**config.mk**
```make
export PLATFORM = sky130hd
export DESIGN_NAME = diff_decoder
export DESIGN_NICKNAME = d
export VERILOG_FILES = /design/src/rtl/mpu_pkg.sv /design/src/rtl/axis_skid_buffer.sv /design/src/rtl/diff_decoder.sv
export SDC_FILE = /design/constraint.sdc
export NUM_CORES = 1
export LEC_CHECK = 0
export CORE_UTILIZATION = 40
export CTS_BUF_LIST = sky130_fd_sc_hd__clkbuf_8 sky130_fd_sc_hd__clkbuf_16
export CTS_CLUSTER_DIAMETER = 30
export DETAILED_ROUTE_END_ITERATION = 8
export GPL_TIMING_DRIVEN = 0
export PLACE_DENSITY = 0.7
export SKIP_CTS_REPAIR_TIMING = 1
export SYNTH_ARGS = -nofsm -noshare
export SYNTH_HDL_FRONTEND = slang
export SYNTH_HIERARCHICAL = 1
export SYNTH_SLANG_ARGS = --single-unit
```
**constraint.sdc**
```tcl
create_clock -name clk -period 7.4 [get_ports clk]
set_clock_uncertainty 0.05 [all_clocks]
set_input_delay 0.74 -clock clk [delete_from_list [all_inputs] [get_ports clk]]
set_output_delay 0.74 -clock clk [all_outputs]
set_load 0.02 [all_outputs]
```
**src/rtl/mpu_pkg.sv**
```systemverilog
// Shared definitions for the MPU stream blocks.
//   BLOCK_BYTES_DEFAULT : default number of bytes in one framed block
//   SKID_PAYLOAD_W      : width of the byte payload carried through the skid
//                         buffer (data[7:0] + last + sop + is_parity)
//   frame_state_e       : block framing state (waiting for sop / inside a block)
package mpu_pkg;

  localparam int unsigned BLOCK_BYTES_DEFAULT = 512;
  localparam int unsigned SKID_PAYLOAD_W      = 11;

  typedef enum logic {
    FRM_IDLE     = 1'b0,
    FRM_IN_BLOCK = 1'b1
  } frame_state_e;

endpackage

```
**src/rtl/axis_skid_buffer.sv**
```systemverilog
// Two-entry registered skid buffer for a valid/ready stream.
//   clk, rst_n        : clock, asynchronous active-low reset
//   s_valid/s_ready   : upstream handshake; s_ready is a flop output
//   s_data[DATA_W-1:0]: upstream payload
//   m_valid/m_ready   : downstream handshake
//   m_data[DATA_W-1:0]: downstream payload, held while m_valid && !m_ready
// An accepted word appears on m_* one cycle later. s_ready is computed from
// the next occupancy, so it never depends combinationally on m_ready.
module axis_skid_buffer
  import mpu_pkg::*;
#(
  parameter int unsigned DATA_W = SKID_PAYLOAD_W
) (
  input  logic              clk,
  input  logic              rst_n,
  input  logic              s_valid,
  output logic              s_ready,
  input  logic [DATA_W-1:0] s_data,
  output logic              m_valid,
  input  logic              m_ready,
  output logic [DATA_W-1:0] m_data
);

  logic [1:0]        occ_q, occ_d;
  logic              s_ready_q, s_ready_d;
  logic [DATA_W-1:0] head_q, head_d;
  logic [DATA_W-1:0] skid_q, skid_d;
  logic              push, pop;

  assign push = s_valid && s_ready_q;
  assign pop  = (occ_q != 2'd0) && m_ready;

  always_comb begin
    occ_d  = occ_q;
    head_d = head_q;
    skid_d = skid_q;
    case (occ_q)
      2'd0: begin
        if (push) begin
          head_d = s_data;
          occ_d  = 2'd1;
        end
      end
      2'd1: begin
        if (push && pop) begin
          head_d = s_data;
        end else if (push) begin
          skid_d = s_data;
          occ_d  = 2'd2;
        end else if (pop) begin
          occ_d  = 2'd0;
        end
      end
      2'd2: begin
        // s_ready is low here, so only a pop can happen
        if (pop) begin
          head_d = skid_q;
          occ_d  = 2'd1;
        end
      end
      default: occ_d = 2'd0;
    endcase
    s_ready_d = (occ_d != 2'd2);
  end

  always_ff @(posedge clk or negedge rst_n) begin
    if (!rst_n) begin
      occ_q     <= 2'd0;
      s_ready_q <= 1'b0;
    end else begin
      occ_q     <= occ_d;
      s_ready_q <= s_ready_d;
    end
  end

  // payload storage carries no reset; occupancy alone qualifies it
  always_ff @(posedge clk) begin
    head_q <= head_d;
    skid_q <= skid_d;
  end

  assign s_ready = s_ready_q;
  assign m_valid = (occ_q != 2'd0);
  assign m_data  = head_q;

endmodule

```
**src/rtl/diff_decoder.sv**
```systemverilog
// Differential byte-stream decoder with block framing checks.
//   clk, rst_n                 : clock, asynchronous active-low reset
//   s_axis_valid/ready/data    : encoded byte stream, data MSB first in time
//   s_axis_last/sop/is_parity  : block end, block start, parity sideband
//   m_axis_*                   : decoded stream, same meanings as s_axis_*
//   err_sop                    : pulse, byte framed against the sop rules
//   err_len                    : pulse, block ended at the wrong length
// Each bit is XORed with the bit transmitted before it; the first bit of a
// block is XORed with 0. The history flop holds the last received (encoded)
// bit, so it loads y[0], not the decoded x[0].
module diff_decoder
  import mpu_pkg::*;
#(
  parameter int unsigned BLOCK_BYTES = BLOCK_BYTES_DEFAULT
) (
  input  logic       clk,
  input  logic       rst_n,
  input  logic       s_axis_valid,
  output logic       s_axis_ready,
  input  logic [7:0] s_axis_data,
  input  logic       s_axis_last,
  input  logic       s_axis_sop,
  input  logic       s_axis_is_parity,
  output logic       m_axis_valid,
  input  logic       m_axis_ready,
  output logic [7:0] m_axis_data,
  output logic       m_axis_last,
  output logic       m_axis_sop,
  output logic       m_axis_is_parity,
  output logic       err_sop,
  output logic       err_len
);

  localparam int unsigned      CNT_W    = $clog2(BLOCK_BYTES);
  localparam logic [CNT_W-1:0] LAST_IDX = CNT_W'(BLOCK_BYTES - 1);

  function automatic logic [7:0] diff_decode(input logic [7:0] y, input logic p);
    return {y[7] ^ p, y[6:0] ^ y[7:1]};
  endfunction

  frame_state_e     state_q, state_d;
  logic [CNT_W-1:0] cnt_q, cnt_d;
  logic             hist_q, hist_d;
  logic             err_sop_q, err_sop_d;
  logic             err_len_q, err_len_d;

  logic             accept;
  logic             blk_start;
  logic [CNT_W-1:0] idx;
  logic             p;
  logic [7:0]       dec_data;
  logic             skid_ready;
  logic [SKID_PAYLOAD_W-1:0] skid_in, skid_out;

  assign accept    = s_axis_valid && skid_ready;
  // a byte opens a new block on sop, or whenever we were not inside one
  assign blk_start = s_axis_sop || (state_q == FRM_IDLE);
  assign idx       = blk_start ? '0 : cnt_q;
  assign p         = blk_start ? 1'b0 : hist_q;
  assign dec_data  = diff_decode(s_axis_data, p);

  always_comb begin
    state_d   = state_q;
    cnt_d     = cnt_q;
    hist_d    = hist_q;
    err_sop_d = 1'b0;
    err_len_d = 1'b0;
    if (accept) begin
      hist_d    = s_axis_data[0];
      err_sop_d = ((state_q == FRM_IDLE) && !s_axis_sop) ||
                  ((state_q == FRM_IN_BLOCK) && s_axis_sop);
      if (s_axis_last || (idx == LAST_IDX)) begin
        // only last on the final index closes a block cleanly
        err_len_d = !(s_axis_last && (idx == LAST_IDX));
        state_d   = FRM_IDLE;
        cnt_d     = '0;
      end else begin
        state_d   = FRM_IN_BLOCK;
        cnt_d     = idx + 1'b1;
      end
    end
  end

  always_ff @(posedge clk or negedge rst_n) begin
    if (!rst_n) begin
      state_q   <= FRM_IDLE;
      cnt_q     <= '0;
      hist_q    <= 1'b0;
      err_sop_q <= 1'b0;
      err_len_q <= 1'b0;
    end else begin
      state_q   <= state_d;
      cnt_q     <= cnt_d;
      hist_q    <= hist_d;
      err_sop_q <= err_sop_d;
      err_len_q <= err_len_d;
    end
  end

  assign skid_in = {dec_data, s_axis_last, s_axis_sop, s_axis_is_parity};

  axis_skid_buffer #(
    .DATA_W (SKID_PAYLOAD_W)
  ) u_skid (
    .clk     (clk),
    .rst_n   (rst_n),
    .s_valid (s_axis_valid),
    .s_ready (skid_ready),
    .s_data  (skid_in),
    .m_valid (m_axis_valid),
    .m_ready (m_axis_ready),
    .m_data  (skid_out)
  );

  assign s_axis_ready     = skid_ready;
  assign m_axis_data      = skid_out[10:3];
  assign m_axis_last      = skid_out[2];
  assign m_axis_sop       = skid_out[1];
  assign m_axis_is_parity = skid_out[0];
  assign err_sop          = err_sop_q;
  assign err_len          = err_len_q;

endmodule

```
==> metrics.csv <==
stage;metric;value;unit
worst_setup_path;CP Data Arrival Time;3590;ps
worst_setup_path;critical path class;in -> reg;
layout;most common cell after layout, fill and taps aside;nand2_1;
layout;Finished Cell Area;2240;sq um
synthesis;post-synthesis cell count;158;
timing;Final Cycle Share;46.8;%
synthesis;Yosys reg bits;38;
timing;Worst Setup Slack, final;3940;ps
synthesis;Synth Area in XOR/XNOR;4.50;%
worst_setup_path;CP required;7530;ps
synthesis;post-synthesis sequential area ratio;60.6;%
layout;nets;213;
layout;Fill cells;338;
placed_design;RD Place Congestion;0.887;
drt;1st-pass router iterations;4;
run;Max Cap Violations;0;
synthesis;Syn Area/Cell;11.1;sq um
floorplanning;Initial Util;42.8;%
worst_setup_path;Critical Path Sink Type;register;
synthesis;Adder-Cell Fraction of Synth Area;2.86;%
timing;Slew HR;53.9;%
clock_network;total CTS buffers;5;
timing;setup repair after global routing missed its margin;no;
worst_setup_path;critical path peak fanout;10;
layout;layout cells sized above 1;7.69;%
synthesis;mux contribution to synthesized area;1.79;%
timing;f_max;289;MHz
grt;initial antenna violation count;0;
synthesis;Primary FF master, synth;edfxtp_1;
clock_network;clock insertion delay at the later pin of the skew report;290;ps
power;Lkg Pwr;0.000923;uW
power;P per Cell Area;305;nW/um^2
timing;final hold vios;0;
drt;DRT iter0 DRCs;51;
grt;first-pass GRT wire length;5420;um
grt;GRT Overall Usage;16.4;%
timing;count of final setup violators;0;
timing;final setup TNS;0;ps
drt;DRC Markers;0;
floorplanning;io pins;30;
drt;Detailed Route WL;3380;um
clock_network;Max clock buf depth;2;
worst_hold_path;worst hold path type;reg -> reg;
placed_design;placed instance area;2100;sq um
placed_design;DP HPWL;2450;um
layout;final core utilization;54.8;%
floorplanning;die area;4640;sq um
clock_network;CTS tree;yes;
synthesis;syn nets;177;
floorplanning;Die Ht;68.2;um
synthesis;synth warn;6;
layout;# diodes;0;
grt;grt ovf;0;
synthesis;post-synth cell types;35;
drt;routed vias/inst;5.27;
layout;Area Growth Syn to Fin;28.0;%
power;VDD IR-drop max;0.000120;V
grt;vias in the first global route;1200;
run_status;status;finished, final reports clean;
synthesis;main combinational cell family by area after synthesis;simple AND/OR/NAND/NOR gates;
grt;largest net degree at the start of global routing;17;
drt;Routed Antenna Nets;0;
timing;min Tclk post-route;3460;ps
synthesis;Post-Syn Area;1750;sq um
placed_design;Place WS;3640;ps
timing;Final Max Slew Viols;0;
synthesis;compound-cell area share of the yosys netlist;7.08;%
synthesis;Post-Synth Simple-Gate Area;20.4;%
timing;Worst-Margin Slew;689;ps
synthesis;Async SR Flop Fraction;42.1;%
layout;most frequent cells in the layout;nand2_1 (50), clkdlybuf4s50_1 (29), edfxtp_1 (22);
drt;DR WL/cell;13.8;um
clock_network;clock transition at the registers of the reported paths;70;ps
placed_design;I/O Buffers;29;
clock_network;TritonCTS Sinks;38;
clock_network;H-tree Lvls;2;
power;Final Power;682;uW
drt;routed via count;1291;
floorplanning;number of core rows;23;
floorplanning;Die Wd;68.2;um
floorplanning;Core ar.;4090;sq um
clock_network;CTS root buffer;clkbuf_8;
synthesis;number of synthesized flops with an enable pin;22;
worst_setup_path;CP startpoint kind;input pin;
## metrics by stage
| step | hold slack, ps | instances |
|---|---|---|
| after global placement | 411 | 237 |
| after CTS | 439 | 245 |
| after detailed placement | 420 | 237 |
| after global routing | 483 | 245 |
| final | 434 | 245 |
| after floorplan | 392 | 158 |
## per-layer routing
layer  GRT usage [%]  share of wire [%]
met1            20.7                 44
met2            25.5                 47
met3            4.33                6.8
met4            9.11                1.4
met5               0                  0
## flip-flops by register name, summed over array words and instances (netlist names)
name,cells
u_skid/occ_q,2
cnt_q,9
err_len,1
u_skid/m_data,11
hist_q,1
state_q,1
u_skid/skid_q,11
err_sop,1
u_skid/s_ready,1
## cells in the mapped netlist, types with 2 or more instances
cell type / instances / area, sq um
edfxtp_1: 22 / 661
and3_1: 2 / 12.5
nand4_1: 3 / 18.8
a31oi_1: 2 / 12.5
and2_1: 3 / 18.8
ha_1: 4 / 50.1
o2111ai_1: 3 / 26.3
xor2_1: 7 / 61.3
xnor2_1: 2 / 17.5
clkbuf_1: 2 / 7.51
mux2i_1: 2 / 20.0
inv_1: 6 / 22.5
o21ai_0: 6 / 30.0
or4_1: 2 / 15.0
or3_1: 2 / 12.5
nand2_1: 50 / 188
dfrtp_1: 16 / 400
nand3_1: 6 / 30.0
buf_2: 2 / 10.0
## final timing paths
path                            start  slack [ps]  depth (start not counted)  endpoint
setup / recovery           s_axis_sop        3940                         14  cnt_q[7]
hold / removal                state_q         430                          2   state_q
setup reg to reg              state_q        4560                         12  cnt_q[7]
hold reg to reg               state_q         430                          2   state_q
max in group asynchronous       rst_n        6050                          1    hist_q
min in group asynchronous       rst_n         810                          1  cnt_q[5]
## power breakdown
group          total (uW)  switching, uW  internal, uW
logic                 180            100          79.4
clock network         210           74.8           135
registers             293           18.2           275
total                 682            193           489
## area by class of cell
type                            instances  area (sq um)  share of cell area [%]
Timing Repair Buffer                   29           290                    13.0
Buffer                                  5          25.0                    1.12
Clock inverter                          3          68.8                    3.07
Sequential cell                        38          1060                    47.3
Clock buffer                            5          68.8                    3.07
Tap cell                               50          62.6                    2.79
Multi-Input combinational cell        109           642                    28.6
Inverter                                6          22.5                    1.01
## logic make-up after synthesis
kind of cell / count (synthesis)
buffers and inverters: 11
multiplexers: 3
XOR/XNOR: 9
AO/OA/AOI/OAI: 16
AND/OR/NAND/NOR: 77
flip-flops: 38
adder cells (fa/ha/maj): 4
## worst max-delay path: stages
cell	delay (ps)
clkdlybuf4s50_1	500
inv_1	50
ha_1	270
buf_2	210
and2_1	170
ha_1	240
nand3_2	120
nor3_1	70
ha_1	190
inv_1	50
ha_1	190
clkbuf_1	350
nand4b_1	140
o311ai_0	300
(Power assumes the default switching activity.)
